### config.mk
export PLATFORM = sky130hd
export DESIGN_NAME = nkmm_dspc_memloader_flat
export DESIGN_NICKNAME = d
export VERILOG_FILES = /design/src/rtl/nkmm_dspc_memloader_if.sv /design/src/rtl/nkmm_dspc_memloader.sv /design/src/flat_wrapper.sv
export SDC_FILE = /design/constraint.sdc
export NUM_CORES = 1
export LEC_CHECK = 0
export ABC_AREA = 0
export ABC_CLOCK_PERIOD_IN_PS = 3220
export BUFFER_PORTS_ARGS = -buffer_cell sky130_fd_sc_hd__buf_4
export CAP_MARGIN = 30
export CORE_MARGIN = 8
export CORE_UTILIZATION = 45
export DETAILED_ROUTE_END_ITERATION = 12
export PLACE_DENSITY = 0.81
export SLEW_MARGIN = 10
export SYNTH_ARGS = -nofsm -noshare
export SYNTH_HDL_FRONTEND = slang
export SYNTH_SLANG_ARGS = --single-unit
### constraint.sdc
create_clock -name clk -period 3.22 [get_ports clk]
set_clock_uncertainty 0.1 [all_clocks]
set_input_delay 0.644 -clock clk [delete_from_list [all_inputs] [get_ports clk]]
set_output_delay 0.644 -clock clk [all_outputs]
set_load 0.05 [all_outputs]
### src/rtl/nkmm_dspc_memloader_if.sv
`default_nettype none
// ============================================================================
//  Module   : nkmm_dspc_memloader_if
//  Purpose  : Command, sample-stream and bank-write bus of the operand
//             memory loader. The slave modport is the loader's view; the
//             master modport is the view of the block that drives it.
//  Revision : 1.0  initial release
// ============================================================================
interface nkmm_dspc_memloader_if #(
  parameter int AW = 12,
  parameter int DW = 24
) ();
  // load command
  logic          cmd_valid_i;
  logic          cmd_ready_o;
  logic [AW-1:0] cmd_base_i;
  logic [AW+1:0] cmd_count_i;
  logic [AW-1:0] cmd_mask_i;
  logic          abort_i;
  // sample / coefficient stream
  logic          s_valid_i;
  logic          s_ready_o;
  logic [DW-1:0] s_data_i;
  logic          hold_i;
  // bank write port and status
  logic          wr_en_o;
  logic [1:0]    wr_bank_o;
  logic [AW-1:0] wr_addr_o;
  logic [DW-1:0] wr_data_o;
  logic          busy_o;
  logic          done_o;

  modport slave (
    input  cmd_valid_i, cmd_base_i, cmd_count_i, cmd_mask_i, abort_i,
    input  s_valid_i, s_data_i, hold_i,
    output cmd_ready_o, s_ready_o,
    output wr_en_o, wr_bank_o, wr_addr_o, wr_data_o, busy_o, done_o
  );

  modport master (
    output cmd_valid_i, cmd_base_i, cmd_count_i, cmd_mask_i, abort_i,
    output s_valid_i, s_data_i, hold_i,
    input  cmd_ready_o, s_ready_o,
    input  wr_en_o, wr_bank_o, wr_addr_o, wr_data_o, busy_o, done_o
  );
endinterface
`default_nettype wire

### src/rtl/nkmm_dspc_memloader.sv
`default_nettype none
// ============================================================================
//  Module   : nkmm_dspc_memloader
//  Purpose  : Loads a 24-bit word stream into the DSP core's 4-bank operand
//             memories. Words are interleaved over banks 0..3; after bank 3
//             the bank address takes the same masked increment the core's
//             read address generator uses.
//  Revision : 1.0  initial release
// ============================================================================
module nkmm_dspc_memloader #(
  parameter int AW = 12,
  parameter int DW = 24
) (
  input  logic                  clk,
  input  logic                  rst,
  nkmm_dspc_memloader_if.slave  bus
);

  localparam int c_CW = AW + 2;

  localparam logic [0:0] c_ST_IDLE = 1'b0;
  localparam logic [0:0] c_ST_LOAD = 1'b1;

  localparam logic [c_CW-1:0] c_CNT_ONE  = {{(c_CW-1){1'b0}}, 1'b1};
  localparam logic [AW-1:0]   c_ADDR_ONE = {{(AW-1){1'b0}}, 1'b1};
  localparam logic [1:0]      c_LAST_BANK = 2'd3;

  // load context
  logic [0:0]      r_state;
  logic [AW-1:0]   r_addr;
  logic [AW-1:0]   r_mask;
  logic [1:0]      r_bank;
  logic [c_CW-1:0] r_remaining;

  // registered write port
  logic            r_wr_en;
  logic [1:0]      r_wr_bank;
  logic [AW-1:0]   r_wr_addr;
  logic [DW-1:0]   r_wr_data;
  logic            r_done;

  logic            w_cmd_ready;
  logic            w_s_ready;
  logic            w_cmd_fire;
  logic            w_cmd_empty;
  logic            w_accept;
  logic            w_last;
  logic [AW-1:0]   w_addr_inc;
  logic [AW-1:0]   w_addr_next;

  // Both ready outputs are forced low while reset is held so nothing is
  // taken in on the reset edge. Abort and hold block the stream directly,
  // which guarantees no word is consumed in an abort cycle.
  assign w_cmd_ready = ~rst & (r_state == c_ST_IDLE);
  assign w_s_ready   = ~rst & (r_state == c_ST_LOAD) & ~bus.hold_i & ~bus.abort_i;

  assign w_cmd_fire  = bus.cmd_valid_i & w_cmd_ready;
  assign w_cmd_empty = (bus.cmd_count_i == '0);
  assign w_accept    = bus.s_valid_i & w_s_ready;
  assign w_last      = w_accept & (r_remaining == c_CNT_ONE);

  // Only the bits selected by the mask may change; the carry out of the
  // top bit is simply lost, giving circular addressing inside the block.
  assign w_addr_inc  = r_addr + c_ADDR_ONE;
  assign w_addr_next = (r_addr & ~r_mask) | (w_addr_inc & r_mask);

  // Load sequencing: command latch, bank/address stepping, word countdown.
  always_ff @(posedge clk) begin
    if (rst) begin
      r_state     <= c_ST_IDLE;
      r_addr      <= '0;
      r_mask      <= '0;
      r_bank      <= 2'd0;
      r_remaining <= '0;
    end else begin
      case (r_state)
        c_ST_IDLE: begin
          if (w_cmd_fire) begin
            r_addr      <= bus.cmd_base_i;
            r_mask      <= bus.cmd_mask_i;
            r_bank      <= 2'd0;
            r_remaining <= bus.cmd_count_i;
            if (!w_cmd_empty) begin
              r_state <= c_ST_LOAD;
            end
          end
        end
        c_ST_LOAD: begin
          if (bus.abort_i) begin
            r_state <= c_ST_IDLE;
          end else if (w_accept) begin
            r_bank      <= r_bank + 2'd1;
            r_remaining <= r_remaining - c_CNT_ONE;
            if (r_bank == c_LAST_BANK) begin
              r_addr <= w_addr_next;
            end
            if (r_remaining == c_CNT_ONE) begin
              r_state <= c_ST_IDLE;
            end
          end
        end
        default: r_state <= c_ST_IDLE;
      endcase
    end
  end

  // Write port: one registered bank write per accepted word, plus the
  // completion pulse aligned with the final write (or one cycle after an
  // empty command).
  always_ff @(posedge clk) begin
    if (rst) begin
      r_wr_en   <= 1'b0;
      r_wr_bank <= 2'd0;
      r_wr_addr <= '0;
      r_wr_data <= '0;
      r_done    <= 1'b0;
    end else begin
      r_wr_en <= w_accept;
      r_done  <= w_last | (w_cmd_fire & w_cmd_empty);
      if (w_accept) begin
        r_wr_bank <= r_bank;
        r_wr_addr <= r_addr;
        r_wr_data <= bus.s_data_i;
      end
    end
  end

  assign bus.cmd_ready_o = w_cmd_ready;
  assign bus.s_ready_o   = w_s_ready;
  assign bus.wr_en_o     = r_wr_en;
  assign bus.wr_bank_o   = r_wr_bank;
  assign bus.wr_addr_o   = r_wr_addr;
  assign bus.wr_data_o   = r_wr_data;
  assign bus.busy_o      = (r_state == c_ST_LOAD);
  assign bus.done_o      = r_done;

endmodule
`default_nettype wire
### src/flat_wrapper.sv
// flat-port wrapper written by rule: the top's interface ports become plain ports
module nkmm_dspc_memloader_flat 
#(
  parameter int AW = 12,
  parameter int DW = 24
)
  (clk, rst, bus_cmd_valid_i, bus_cmd_base_i, bus_cmd_count_i, bus_cmd_mask_i, bus_abort_i, bus_s_valid_i, bus_s_data_i, bus_hold_i, bus_cmd_ready_o, bus_s_ready_o, bus_wr_en_o, bus_wr_bank_o, bus_wr_addr_o, bus_wr_data_o, bus_busy_o, bus_done_o);
  nkmm_dspc_memloader_if #(.AW(AW), .DW(DW)) bus_i ();
  input  logic clk;
  input  logic rst;
  input wire logic [$bits(bus_i.cmd_valid_i)-1:0] bus_cmd_valid_i;
  input wire logic [$bits(bus_i.cmd_base_i)-1:0] bus_cmd_base_i;
  input wire logic [$bits(bus_i.cmd_count_i)-1:0] bus_cmd_count_i;
  input wire logic [$bits(bus_i.cmd_mask_i)-1:0] bus_cmd_mask_i;
  input wire logic [$bits(bus_i.abort_i)-1:0] bus_abort_i;
  input wire logic [$bits(bus_i.s_valid_i)-1:0] bus_s_valid_i;
  input wire logic [$bits(bus_i.s_data_i)-1:0] bus_s_data_i;
  input wire logic [$bits(bus_i.hold_i)-1:0] bus_hold_i;
  output wire logic [$bits(bus_i.cmd_ready_o)-1:0] bus_cmd_ready_o;
  output wire logic [$bits(bus_i.s_ready_o)-1:0] bus_s_ready_o;
  output wire logic [$bits(bus_i.wr_en_o)-1:0] bus_wr_en_o;
  output wire logic [$bits(bus_i.wr_bank_o)-1:0] bus_wr_bank_o;
  output wire logic [$bits(bus_i.wr_addr_o)-1:0] bus_wr_addr_o;
  output wire logic [$bits(bus_i.wr_data_o)-1:0] bus_wr_data_o;
  output wire logic [$bits(bus_i.busy_o)-1:0] bus_busy_o;
  output wire logic [$bits(bus_i.done_o)-1:0] bus_done_o;
  assign bus_i.cmd_valid_i = bus_cmd_valid_i;
  assign bus_i.cmd_base_i = bus_cmd_base_i;
  assign bus_i.cmd_count_i = bus_cmd_count_i;
  assign bus_i.cmd_mask_i = bus_cmd_mask_i;
  assign bus_i.abort_i = bus_abort_i;
  assign bus_i.s_valid_i = bus_s_valid_i;
  assign bus_i.s_data_i = bus_s_data_i;
  assign bus_i.hold_i = bus_hold_i;
  assign bus_cmd_ready_o = bus_i.cmd_ready_o;
  assign bus_s_ready_o = bus_i.s_ready_o;
  assign bus_wr_en_o = bus_i.wr_en_o;
  assign bus_wr_bank_o = bus_i.wr_bank_o;
  assign bus_wr_addr_o = bus_i.wr_addr_o;
  assign bus_wr_data_o = bus_i.wr_data_o;
  assign bus_busy_o = bus_i.busy_o;
  assign bus_done_o = bus_i.done_o;
  nkmm_dspc_memloader #(.AW(AW), .DW(DW)) u_core (.clk(clk), .rst(rst), .bus(bus_i));
endmodule
After elaboration in Yosys (flattened, before gate mapping)
Index checks and enable logic that the tools add are counted.
{"block": "totals", "regBits": 81, "latch_bits": 0, "inputBits": 68, "wordCells": 59, "mem_bits_ro": 0, "mem_bits_rw": 0, "memories": 0}
{"block": "op_classes", "n_eq_ne": 6, "muxes": 19, "n_shift": 0, "n_mul": 0, "n_lt_le_gt_ge": 0, "n_addsub": 3, "div_mod_pow": 0, "bitwise": 17, "n_reduce_logical": 4}
{"op": "$mux W12", "n": 4}
{"op": "$mux W14", "n": 3}
{"op": "$pmux W14 S2", "n": 1}
{"op": "$and A12 B12 Y12", "n": 2}
{"op": "$pmux W12 S2", "n": 1}
{"op": "$eq A14 B1 Y1 const B", "n": 1}
{"op": "$logic_not A14 Y1", "n": 1}
{"op": "$sub A14 B1 Y14 const B", "n": 1}
{"op": "$add A12 B1 Y12 const B", "n": 1}
{"op": "$not A12 Y12", "n": 1}
{"op": "$or A12 B12 Y12", "n": 1}
{"op": "$and A1 B1 Y1", "n": 8}
{"op": "$mux W2", "n": 3}
{"op": "$ne A2 B2 Y1 const B", "n": 3}
{"op": "$mux W1", "n": 5}
{"op": "$not A1 Y1", "n": 4}
{"op": "$pmux W2 S2", "n": 1}
{"op": "$reduce_and A4 Y1", "n": 1}
{"op": "$reduce_and A3 Y1", "n": 1}
{"op": "$add A2 B1 Y2 const B", "n": 1}
{"op": "$eq A2 B2 Y1 const B", "n": 1}
{"op": "$ne A2 B1 Y1 const B", "n": 1}
{"op": "$pmux W1 S2", "n": 1}
{"op": "$reduce_and A2 Y1", "n": 1}
{"op": "$or A1 B1 Y1", "n": 1}

Longest topological paths before layout
Gate-level depths: netlist of the first run.
{"block": "depth", "word_depth": 8, "depth_mapped": 6}

Least setup slack after synthesis of the first run
OpenSTA, ideal clock, no wires.
{"block": "synth_path", "kind": "reg-to-output", "startpoint": "reg u_core.r_state, in the netlist u_core.bus.busy_o", "endpoint": "out bus_cmd_ready_o", "path_slack_ns": 0.611, "stages_incl_launch_ff": 5, "t_arrival_ns": 1.865, "path_cell_list": "dfxtp_1 -> clkbuf_1 -> clkbuf_1 -> clkbuf_1 -> nor2_1"}
{"block": "synth_between", "elab_chain_cells": 2}
{"element": "from (decl)", "line": "nkmm_dspc_memloader.sv:29", "source": "logic [0:0] r_state;"}
{"element": "from (signal assigned)", "line": "nkmm_dspc_memloader.sv:70", "source": "r_state <= c_ST_IDLE;"}
{"element": "from (signal assigned)", "line": "nkmm_dspc_memloader.sv:84", "source": "r_state <= c_ST_LOAD;"}
{"element": "from (signal assigned)", "line": "nkmm_dspc_memloader.sv:90", "source": "r_state <= c_ST_IDLE;"}
{"element": "$not A1 Y1", "line": "nkmm_dspc_memloader.sv:54", "source": "assign w_cmd_ready = ~rst & (r_state == c_ST_IDLE);"}
{"element": "$and A1 B1 Y1", "line": "nkmm_dspc_memloader.sv:54"}
{"element": "to (decl)", "line": "flat_wrapper.sv:19", "source": "output wire logic [$bits(bus_i.cmd_ready_o)-1:0] bus_cmd_ready_o;"}
No other way between the ends.

Worst setup path in the final report of the first run
{"block": "layout_path", "startpoint": "reg u_core.r_state, in the netlist u_core.bus.busy_o", "endpoint": "out bus_s_ready_o"}
{"block": "layout_between", "elab_chain_cells": 3}
{"element": "$and A1 B1 Y1 (3 in a row)", "line": "nkmm_dspc_memloader.sv:55", "source": "assign w_s_ready = ~rst & (r_state == c_ST_LOAD) & ~bus.hold_i & ~bus.abort_i;"}
{"element": "to (decl)", "line": "flat_wrapper.sv:20", "source": "output wire logic [$bits(bus_i.s_ready_o)-1:0] bus_s_ready_o;"}
No other way between the ends.

==> flow_summary.ini, run 1 <==
[synth]
synth_top_flop_cell = sky130_fd_sc_hd__dfxtp_1
post_synth.cell_area_avg_um2 = 7.644
synth_enable_flop_cells = 0
synth_seq_cells = 81
ys_async_sr_fraction = 0
synth.largest_area_cell = sky130_fd_sc_hd__dfxtp_1
yosysSeqAreaShare = 0.4383
cell_variety_after_synth = 57
post_synthesis_net_count = 556
synth.area.top_cells = sky130_fd_sc_hd__dfxtp_1 44%, sky130_fd_sc_hd__nand2_1 12%, sky130_fd_sc_hd__a21oi_1 11%
yosys_warnings = 0
synth.cell_area_mm2 = 0.003700
synth.top_cells.by_count = 121 x sky130_fd_sc_hd__nand2_1, 81 x sky130_fd_sc_hd__dfxtp_1, 80 x sky130_fd_sc_hd__a21oi_1, 27 x sky130_fd_sc_hd__clkbuf_1, 20 x sky130_fd_sc_hd__nor2_1
syn-instance-count = 484
synthMostInstantiatedCell = sky130_fd_sc_hd__nand2_1
synth_top_cell_area_share = 0.4383

[worst_setup_path]
timing_worst_setup_path_type = flop to primary output
regToRegStartpoint = u_core.bus.busy_o
timing.critical_path.cells = or4b_4, clkinv_2, buf_4
worstSetupEndpointType = primary output
slowest_stage = sky130_fd_sc_hd__dfxtp_1
reg2reg_depth = 5
crit-reg2reg-capture = u_core.r_remaining[11]
r2r_setup_slack_ns = 0.83
critical_path_peak_fanout = 14
worstPathArrival_ns = 1.83
critical-path-max-stage-delay_ns = 0.63
critical_path.startpoint_type = flop
required_ns = 2.48

[global_routing]
global_route.usage.met3 = 0.04199
number_of_antenna_violations_at_the_first_check_in_global_routing = 0
most_crowded_layer_gr = met2
grt_pass1_wl_um = 17850
grt_start_max_net_pins = 50
grt.met1_usage = 0.2282
first_global_vias = 3671
grt_overflow_total = 0
grtUsageMet2 = 0.3237
gr-usage-all-layers = 0.1893

[floorplanning]
std_cell_rows = 33
die_width_um = 106.7
placeableCoreArea_mm2 = 0.008093
fp.dieArea_mm2 = 0.01138
initial_core_util = 0.4572
chipHeight_um = 106.7
floorplan.io_pins = 111

[power_and_ir_drop]
switching_share = 0.2833
worst_ir_drop_vdd_mv = 0.2980
power.net_switching_mw = 0.6087
share_comb_of_total_power = 0.158
clock_power_share = 0.336
seq_power_share = 0.507
p_int_mw = 1.540
powerDensity_mw_per_mm2 = 448.9
power.static_leakage_nw = 1.894

[route]
drtPass1Iterations = 4
routedWlPerCell_um = 16.07
drtIter0Drc = 254
routed_via_density = 5.618
detail-route-antenna-nets = 0
drc_errors = 0
finalWirelength_um = 11070
total_vias_in_the_final_route = 3871

[timing]
time_the_final_worst_path_needs_with_i_o_delays_and_setup_ns = 2.578
worst_pin_slew_ns = 0.8380
timing.final.crit_share = 0.8008
timing.hold.ws_ns = 0.3563
finalMaxSlewViolations = 0
finalSetupViolCount = 0
max-slew-margin-rel = 0.4334
fmax_mhz = 387.8
timing.setup.tns_ns = 0
finalHoldViolations = 0
grt_setup_unrepaired = false

[clock_network]
post_cts_hold_buffer_count = 0
post_cts_resized = 0
post_cts.repair.setup_buffers = 0
clock_latency_ns = 0.35
clockBufferDepth = 2
clock_sinks = 81
tritoncts = yes
clk_pin_slew_ns = 0.08
numCtsBuffers = 9
htree_depth = 3
cts-root-buf = sky130_fd_sc_hd__clkbuf_8

[min_path]
holdPathEnd = u_core.bus.wr_data_o[22]
hold_path.startpoint = u_core.bus.wr_data_o[22]
hold_depth = 2
worst_hold_path_type = flop to flop

[placed_design]
numPlacedInstances = 673
dpl.hpwl_um = 8006
buffer_ports.inserted = 110
gp_congestion = 0.8766
placed_area_mm2 = 0.004593

[finish]
proportion_of_layout_cells_with_a_drive_suffix_above_1 = 0.2449
areaGrowthSynthToFinish_pct = 29.35
finish.net_count = 652
antenna_cells = 0
fin_cells = 689
post-route-cell-area_mm2 = 0.004786

[run]
max_cap_violations = 0

[run_status]
run_status = finished clean
## worst max-delay path: cells and delay by family, from the launching register on
| kind | cells | cell delay (ns) |
|---|---|---|
| DFF | 1 | 0.63 |
| and+or+nand+nor | 1 | 0.55 |
| buffers and inverters | 2 | 0.31 |
## layer usage
metal	vias up	part of all wire
met3	13	0.077
met5	-	0
met1	1794	0.41
met2	164	0.50
met4	0	0.011
li1	1900	-
## kinds of logic (layout without fill, tap and decap cells)
kind of cell	after synthesis	after routing	synth area share
AND/OR/NAND/NOR	221	221	0.2871
buffers and inverters	41	141	0.04430
AO/OA/AOI/OAI	135	135	0.2114
multiplexers	1	1	0.003043
XOR/XNOR	1	1	0.002368
adder cells (fa/ha/maj)	4	4	0.01353
flip-flops	81	81	0.4383
## worst max path at each step
stage / start / to / slack (ns) / cells after the start
floorplan: u_core.bus.busy_o / bus_cmd_ready_o / 0.61 / 4
CTS: u_core.bus.busy_o / bus_s_ready_o / 0.65 / 3
global placement: rst / bus_s_ready_o / 0.73 / 4
finish: u_core.bus.busy_o / bus_s_ready_o / 0.64 / 3
global route: u_core.bus.busy_o / bus_s_ready_o / 0.59 / 3
detailed placement: rst / bus_s_ready_o / 0.71 / 4
## metrics by stage
stage            util  worst slack (ns)  power [mW]
6_report       0.5914            0.6415       2.148
5_1_grt        0.5914            0.5933       2.249
4_1_cts        0.5904            0.6487       2.154
3_5_place_dp   0.5676            0.7081       1.441
3_3_place_gp   0.5676            0.7257       1.429
2_1_floorplan       -            0.6108       1.302
## power by group through the flow
| stage | clock (mW) | combinational [mW] | sequential (mW) |
|---|---|---|---|
| 5_1_grt | 0.789 | 0.366 | 1.09 |
| 3_3_place_gp | 0 | 0.322 | 1.11 |
| 2_1_floorplan | 0 | 0.188 | 1.11 |
| 3_5_place_dp | 0 | 0.331 | 1.11 |
| 4_1_cts | 0.735 | 0.333 | 1.09 |
| 6_report | 0.721 | 0.339 | 1.09 |
## layout make-up
| class | count | area [µm²] |
|---|---|---|
| flip-flops and latches | 81 | 1622 |
| clock inverters | 5 | 57.56 |
| repair buffers | 117 | 878.3 |
| multi-input cells | 362 | 1934 |
| well taps | 105 | 131.4 |
| inverters | 9 | 35.03 |
| fillers | 753 | 3307 |
| clock buffers | 10 | 127.6 |
## layout by cell type (no fill, tap or decap), types with 3 or more instances in the layout
cell type	instances
sky130_fd_sc_hd__nand2_1	121
sky130_fd_sc_hd__buf_4	117
sky130_fd_sc_hd__dfxtp_1	81
sky130_fd_sc_hd__a21oi_1	80
sky130_fd_sc_hd__nor2_1	20
sky130_fd_sc_hd__nor3_1	13
sky130_fd_sc_hd__o21ai_1	13
sky130_fd_sc_hd__o21ai_0	11
sky130_fd_sc_hd__nand3_1	10
sky130_fd_sc_hd__nand4_1	10
sky130_fd_sc_hd__clkbuf_8	9
sky130_fd_sc_hd__and3_1	8
sky130_fd_sc_hd__inv_1	7
sky130_fd_sc_hd__nor2b_1	7
sky130_fd_sc_hd__nor4_1	7
sky130_fd_sc_hd__nand2b_1	4
sky130_fd_sc_hd__a31oi_1	4
sky130_fd_sc_hd__ha_1	4
sky130_fd_sc_hd__clkinv_2	3
sky130_fd_sc_hd__and2_1	3
sky130_fd_sc_hd__a41oi_1	3
No activity file was read; power rests on OpenSTA's default activity.
==> inputs of run 2 (changes only) <==
- ABC_CLOCK_PERIOD_IN_PS: 3220 -> 2600
- clock period: 3.22 -> 2.6 ns (I/O delays scaled with it)
==> run 2 against run 1 <==
Net effect:
- critical endpoint unchanged
- routed wire length up 0.93%
- count of clock-buffer cells in the layout grew 1
- first-iteration DRC count is 18% higher
==> flow_summary.ini, run 2 (same netlist as run 1, synthesis figures left out) <==
[worst_setup_path]
critical_path.startpoint_type = flop
timing.critical_path.to = bus_s_ready_o
critPathLaunch = u_core.bus.busy_o
worstSetupEndpointType = primary output
worstPathArrival_ns = 1.53
regToRegStartpoint = u_core.r_remaining[0]
r2r_setup_slack_ns = 0.55
crit-reg2reg-capture = u_core.r_remaining[12]
critical_path_peak_fanout = 5
timing_worst_setup_path_type = flop to primary output
reg2reg_depth = 6
required_ns = 1.98

[clock_network]
clk_pin_slew_ns = 0.08
numCtsBuffers = 9
htree_depth = 3
post_cts_resized = 0
tritoncts = yes
post_cts_hold_buffer_count = 0
clockBufferDepth = 2
clock_sinks = 81
cts-root-buf = sky130_fd_sc_hd__clkbuf_8
clock_latency_ns = 0.35
post_cts.repair.setup_buffers = 0

[route]
total_vias_in_the_final_route = 3906
drtIter0Drc = 299
drc_errors = 0
finalWirelength_um = 11180
routed_via_density = 5.636
drtPass1Iterations = 5
routedWlPerCell_um = 16.13
detail-route-antenna-nets = 0

[timing]
timing.final.crit_share = 0.8274
finalSetupViolCount = 0
finalHoldViolations = 0
timing.hold.ws_ns = 0.3108
timing.setup.tns_ns = 0
finalMaxSlewViolations = 0
grt_setup_unrepaired = false
fmax_mhz = 464.8
worst_pin_slew_ns = 0.7641
layout_setup_ws_ns = 0.4487
max-slew-margin-rel = 0.4834
time_the_final_worst_path_needs_with_i_o_delays_and_setup_ns = 2.151

[finish]
commonest_non_fill_non_tap_cells_in_the_layout = 121 x sky130_fd_sc_hd__nand2_1, 119 x sky130_fd_sc_hd__buf_4, 81 x sky130_fd_sc_hd__dfxtp_1
proportion_of_layout_cells_with_a_drive_suffix_above_1 = 0.2500
mostFrequentLayoutCell = sky130_fd_sc_hd__nand2_1
antenna_cells = 0
areaGrowthSynthToFinish_pct = 31.89
finish.net_count = 655

[min_path]
hold_depth = 3
worst_hold_path_type = input pin to flop

[run]
max_cap_violations = 0

[global_routing]
grt_pass1_wl_um = 18080
gr-usage-all-layers = 0.1910
number_of_antenna_violations_at_the_first_check_in_global_routing = 0
grt_start_max_net_pins = 54
first_global_vias = 3869
grt_overflow_total = 0

[power_and_ir_drop]
power.static_leakage_nw = 1.936
powerDensity_mw_per_mm2 = 590.5
worst_ir_drop_vdd_mv = 0.2518

[placed_design]
buffer_ports.inserted = 110
pre_cts_ws_ns = 0.3539
dpl.hpwl_um = 8143
gp_congestion = 0.9015

[floorplanning]
floorplan.io_pins = 111
std_cell_rows = 33
chipHeight_um = 106.7
placeableCoreArea_mm2 = 0.008093
initial_core_util = 0.4572
die_width_um = 106.7
fp.dieArea_mm2 = 0.01138

[run_status]
run_status = finished clean
-- run 2: cell types whose count changed in the layout (fill, tap and decap cells not counted) --
cell / previous run / this run
sky130_fd_sc_hd__clkbuf_8: 9 / 10
sky130_fd_sc_hd__buf_4: 117 / 119
sky130_fd_sc_hd__clkinv_4: 2 / 0
sky130_fd_sc_hd__clkinvlp_4: 0 / 1
sky130_fd_sc_hd__buf_12: 0 / 1
sky130_fd_sc_hd__clkinv_2: 3 / 2
sky130_fd_sc_hd__bufinv_16: 1 / 3
-- run 2: report_power, final --
| part | total [mW] | switching [mW] | internal (mW) |
|---|---|---|---|
| clock | 1.11 | 0.443 | 0.663 |
| sequential | 1.35 | 0.0570 | 1.29 |
| combinational | 0.430 | 0.244 | 0.185 |
-- run 2: routing by layer --
metal | share of wire | GRT usage
met1 | 0.40 | 0.2229
met4 | 0.026 | 0.08543
met5 | 0 | 0
met3 | 0.080 | 0.04199
met2 | 0.49 | 0.3277
-- run 2: worst max-delay path, stage by stage (launching register included) --
cell	delay, ns
sky130_fd_sc_hd__dfxtp_1	0.38
sky130_fd_sc_hd__or4b_4	0.50
sky130_fd_sc_hd__clkinv_2	0.10
sky130_fd_sc_hd__buf_4	0.20
-- run 2: worst min path at each step --
stage	start	end	slack, ns
after CTS	bus_s_data_i[19]	u_core.bus.wr_data_o[19]	0.30
after detailed placement	u_core.bus.wr_data_o[18]	u_core.bus.wr_data_o[18]	0.35
after global placement	u_core.r_mask[5]	u_core.r_mask[5]	0.34
final	bus_s_data_i[19]	u_core.bus.wr_data_o[19]	0.31
after global routing	bus_s_data_i[0]	u_core.bus.wr_data_o[0]	0.30
after floorplan	u_core.r_mask[5]	u_core.r_mask[5]	0.33
-- run 2: per-stage QoR --
stage | instance area, µm² | utilization | std cells | total power [mW]
floorplan | 3700 | - | 484 | 1.613
global placement | 4636 | 0.5728 | 677 | 1.784
detailed placement | 4636 | 0.5728 | 677 | 1.796
CTS | 4880 | 0.6030 | 693 | 2.888
global route | 4880 | 0.6030 | 693 | 2.998
finish | 4880 | 0.6030 | 693 | 2.881
-- run 2: cell type report --
class / instances / area (µm²)
inverter: 9 / 35.03
multi-input combinational: 362 / 1934
clock buffer: 11 / 141.4
timing repair buffer: 120 / 913.4
clock inverter: 5 / 102.6
tap: 105 / 131.4
fill: 753 / 3213
sequential: 81 / 1622
==> inputs of run 3 (changes only) <==
- ABC_AREA: 0 -> 1
- ABC_CLOCK_PERIOD_IN_PS: 2600 -> 1900
- PLACE_DENSITY: 0.81 -> 0.83
- clock period: 2.6 -> 1.9 ns (I/O delays scaled with it)
==> run 3 against run 2 <==
Net effect:
- power rose by 34%
- combinational power rose by 49%
- routed wire length rose by 4.0%
- area after synthesis rose by 5.2%
- largest cell class unchanged
==> flow_summary.ini, run 3 <==
[placed_design]
gp_congestion = 0.9299
pre_cts_ws_ns = 0.1702
placed_area_mm2 = 0.004878
buffer_ports.inserted = 110
dpl.hpwl_um = 8510

[worst_setup_path]
worstSetupEndpointType = primary output
timing_worst_setup_path_type = flop to primary output
critical_path.startpoint_type = flop
critPathBufInv = 3
critPathLaunch = u_core.bus.busy_o
reg2reg_depth = 9
worstPathArrival_ns = 1.35
timing.critical_path.cells = inv_2, nor2_4, inv_1, nor3_4, buf_4
r2r_setup_slack_ns = 0.27
critical_path_peak_fanout = 3
regToRegStartpoint = u_core.bus.busy_o
slowest_stage = sky130_fd_sc_hd__dfxtp_2
required_ns = 1.42
timing.critical_path.max_delay_family = flip-flops
critical-path-max-stage-delay_ns = 0.38

[clock_network]
clk_pin_slew_ns = 0.09
numCtsBuffers = 9
post_cts_resized = 0
clockBufferDepth = 2
clock_sinks = 81
clock_latency_ns = 0.35
tritoncts = yes
htree_depth = 3
post_cts_hold_buffer_count = 0
post_cts.repair.setup_buffers = 0
cts-root-buf = sky130_fd_sc_hd__clkbuf_8

[global_routing]
global_route.usage.met3 = 0.04610
gr-usage-all-layers = 0.1961
most_crowded_layer_gr = met2
grt_overflow_total = 0
grt_start_max_net_pins = 43
first_global_vias = 4191
number_of_antenna_violations_at_the_first_check_in_global_routing = 0
grtUsageMet2 = 0.3375
grt_pass1_wl_um = 18970
grt.met1_usage = 0.2301

[synth]
synth_top_cell_area_share = 0.4165
post_synthesis_net_count = 670
post_synth.cell_area_avg_um2 = 6.511
syn-instance-count = 598
synth.top_cells.by_count = 192 x sky130_fd_sc_hd__nand2_1, 81 x sky130_fd_sc_hd__dfxtp_1, 77 x sky130_fd_sc_hd__nand3_1, 62 x sky130_fd_sc_hd__nor2_1, 51 x sky130_fd_sc_hd__inv_1
synth_top_flop_cell = sky130_fd_sc_hd__dfxtp_1
ys_async_sr_fraction = 0
yosys_warnings = 0
synthMostInstantiatedCell = sky130_fd_sc_hd__nand2_1
cell_variety_after_synth = 23
synth_enable_flop_cells = 0
synth.area.top_cells = sky130_fd_sc_hd__dfxtp_1 42%, sky130_fd_sc_hd__nand2_1 19%, sky130_fd_sc_hd__nand3_1 9.9%
synth.cell_area_mm2 = 0.003894
synth_seq_cells = 81
synth.largest_area_cell = sky130_fd_sc_hd__dfxtp_1
yosysSeqAreaShare = 0.4165

[timing]
layout_setup_ws_ns = 0.06958
finalMaxSlewViolations = 0
fmax_mhz = 546.3
timing.final.crit_share = 0.9634
finalSetupViolCount = 0
grt_setup_unrepaired = false
finalHoldViolations = 0
max-slew-margin-rel = 0.7719
worst_pin_slew_ns = 0.3408
timing.setup.tns_ns = 0
time_the_final_worst_path_needs_with_i_o_delays_and_setup_ns = 1.830

[floorplanning]
initial_core_util = 0.4554
fp.dieArea_mm2 = 0.01189
placeableCoreArea_mm2 = 0.008551
floorplan.io_pins = 111
std_cell_rows = 34
chipHeight_um = 109.0
die_width_um = 109.0

[min_path]
worst_hold_path_type = input pin to flop
hold_path.startpoint = bus_s_data_i[4]
holdPathEnd = u_core.bus.wr_data_o[4]
hold_depth = 3

[route]
finalWirelength_um = 11630
detail-route-antenna-nets = 0
drtPass1Iterations = 5
drc_errors = 0
routedWlPerCell_um = 14.21
routed_via_density = 5.141
drtIter0Drc = 278
total_vias_in_the_final_route = 4205

[power_and_ir_drop]
powerDensity_mw_per_mm2 = 758.8
worst_ir_drop_vdd_mv = 0.3723
power.static_leakage_nw = 2.426

[finish]
seq_area_mm2 = 0.001623
proportion_of_layout_cells_with_a_drive_suffix_above_1 = 0.2127
commonest_non_fill_non_tap_cells_in_the_layout = 192 x sky130_fd_sc_hd__nand2_1, 123 x sky130_fd_sc_hd__buf_4, 80 x sky130_fd_sc_hd__dfxtp_1
n_fill_cell = 798
post-route-cell-area_mm2 = 0.005096
areaGrowthSynthToFinish_pct = 30.88
mostFrequentLayoutCell = sky130_fd_sc_hd__nand2_1
antenna_cells = 0
multi_input_comb_area_mm2 = 0.001954
finish.net_count = 777

[run]
max_cap_violations = 0

[run_status]
run_status = finished clean
run 3: tightest hold or removal path: stages:
cell and delay (ns):
sky130_fd_sc_hd__buf_4 0.08, sky130_fd_sc_hd__nand2_1 0.04, sky130_fd_sc_hd__nand2_1 0.05
run 3: area by class of cell:
type | instances | share of cell area
inverters | 54 | 0.03977
repair buffers | 125 | 0.1890
flip-flops and latches | 81 | 0.3184
clock buffers | 10 | 0.02504
well taps | 108 | 0.02652
multi-input cells | 434 | 0.3835
clock inverters | 6 | 0.01768
run 3: where the power goes:
| group | leakage (nW) | internal [mW] | switching, mW |
|---|---|---|---|
| clock network | 0.107 | 0.746 | 0.660 |
| registers | 0.659 | 1.76 | 0.0579 |
| logic | 1.66 | 0.255 | 0.384 |
| total | 2.43 | 2.77 | 1.10 |
run 3: logic make-up after synthesis:
kind of cell	synth area share
AOI/OAI and AO/OA	0.1048
xor gates and xnor gates	0.002250
adders and majority gates	0.01285
buffers and inverters	0.08644
DFF	0.4165
and+or+nand+nor	0.3772
run 3: worst max-delay path by stage:
stage / slack, ns / to / cells past startpoint
after floorplan: 0.04 / u_core.r_remaining[0] / 8
after global placement: 0.21 / flop / 9
after detailed placement: 0.17 / u_core.r_addr[0] / 8
after CTS: 0.06 / bus_s_ready_o / 5
after global routing: 0.007 / bus_s_ready_o / 5
final: 0.07 / bus_s_ready_o / 5
run 3: routing by layer:
| metal | routed length, µm | vias to the layer above |
|---|---|---|
| met1 | 4752 | 1901 |
| met2 | 5736 | 153 |
| met5 | 0 | - |
| met4 | 272 | 0 |
| li1 | - | 2124 |
| met3 | 865 | 27 |
run 3: metrics by stage:
stage | hold slack (ns) | power [mW] | util | std cells
after floorplan | 0.3306 | 2.245 | - | 598
after global placement | 0.3537 | 2.469 | 0.5705 | 802
after detailed placement | 0.3578 | 2.487 | 0.5705 | 802
after CTS | 0.1131 | 3.882 | 0.5960 | 818
after global routing | 0.1141 | 4.061 | 0.5960 | 818
final | 0.1170 | 3.867 | 0.5960 | 818
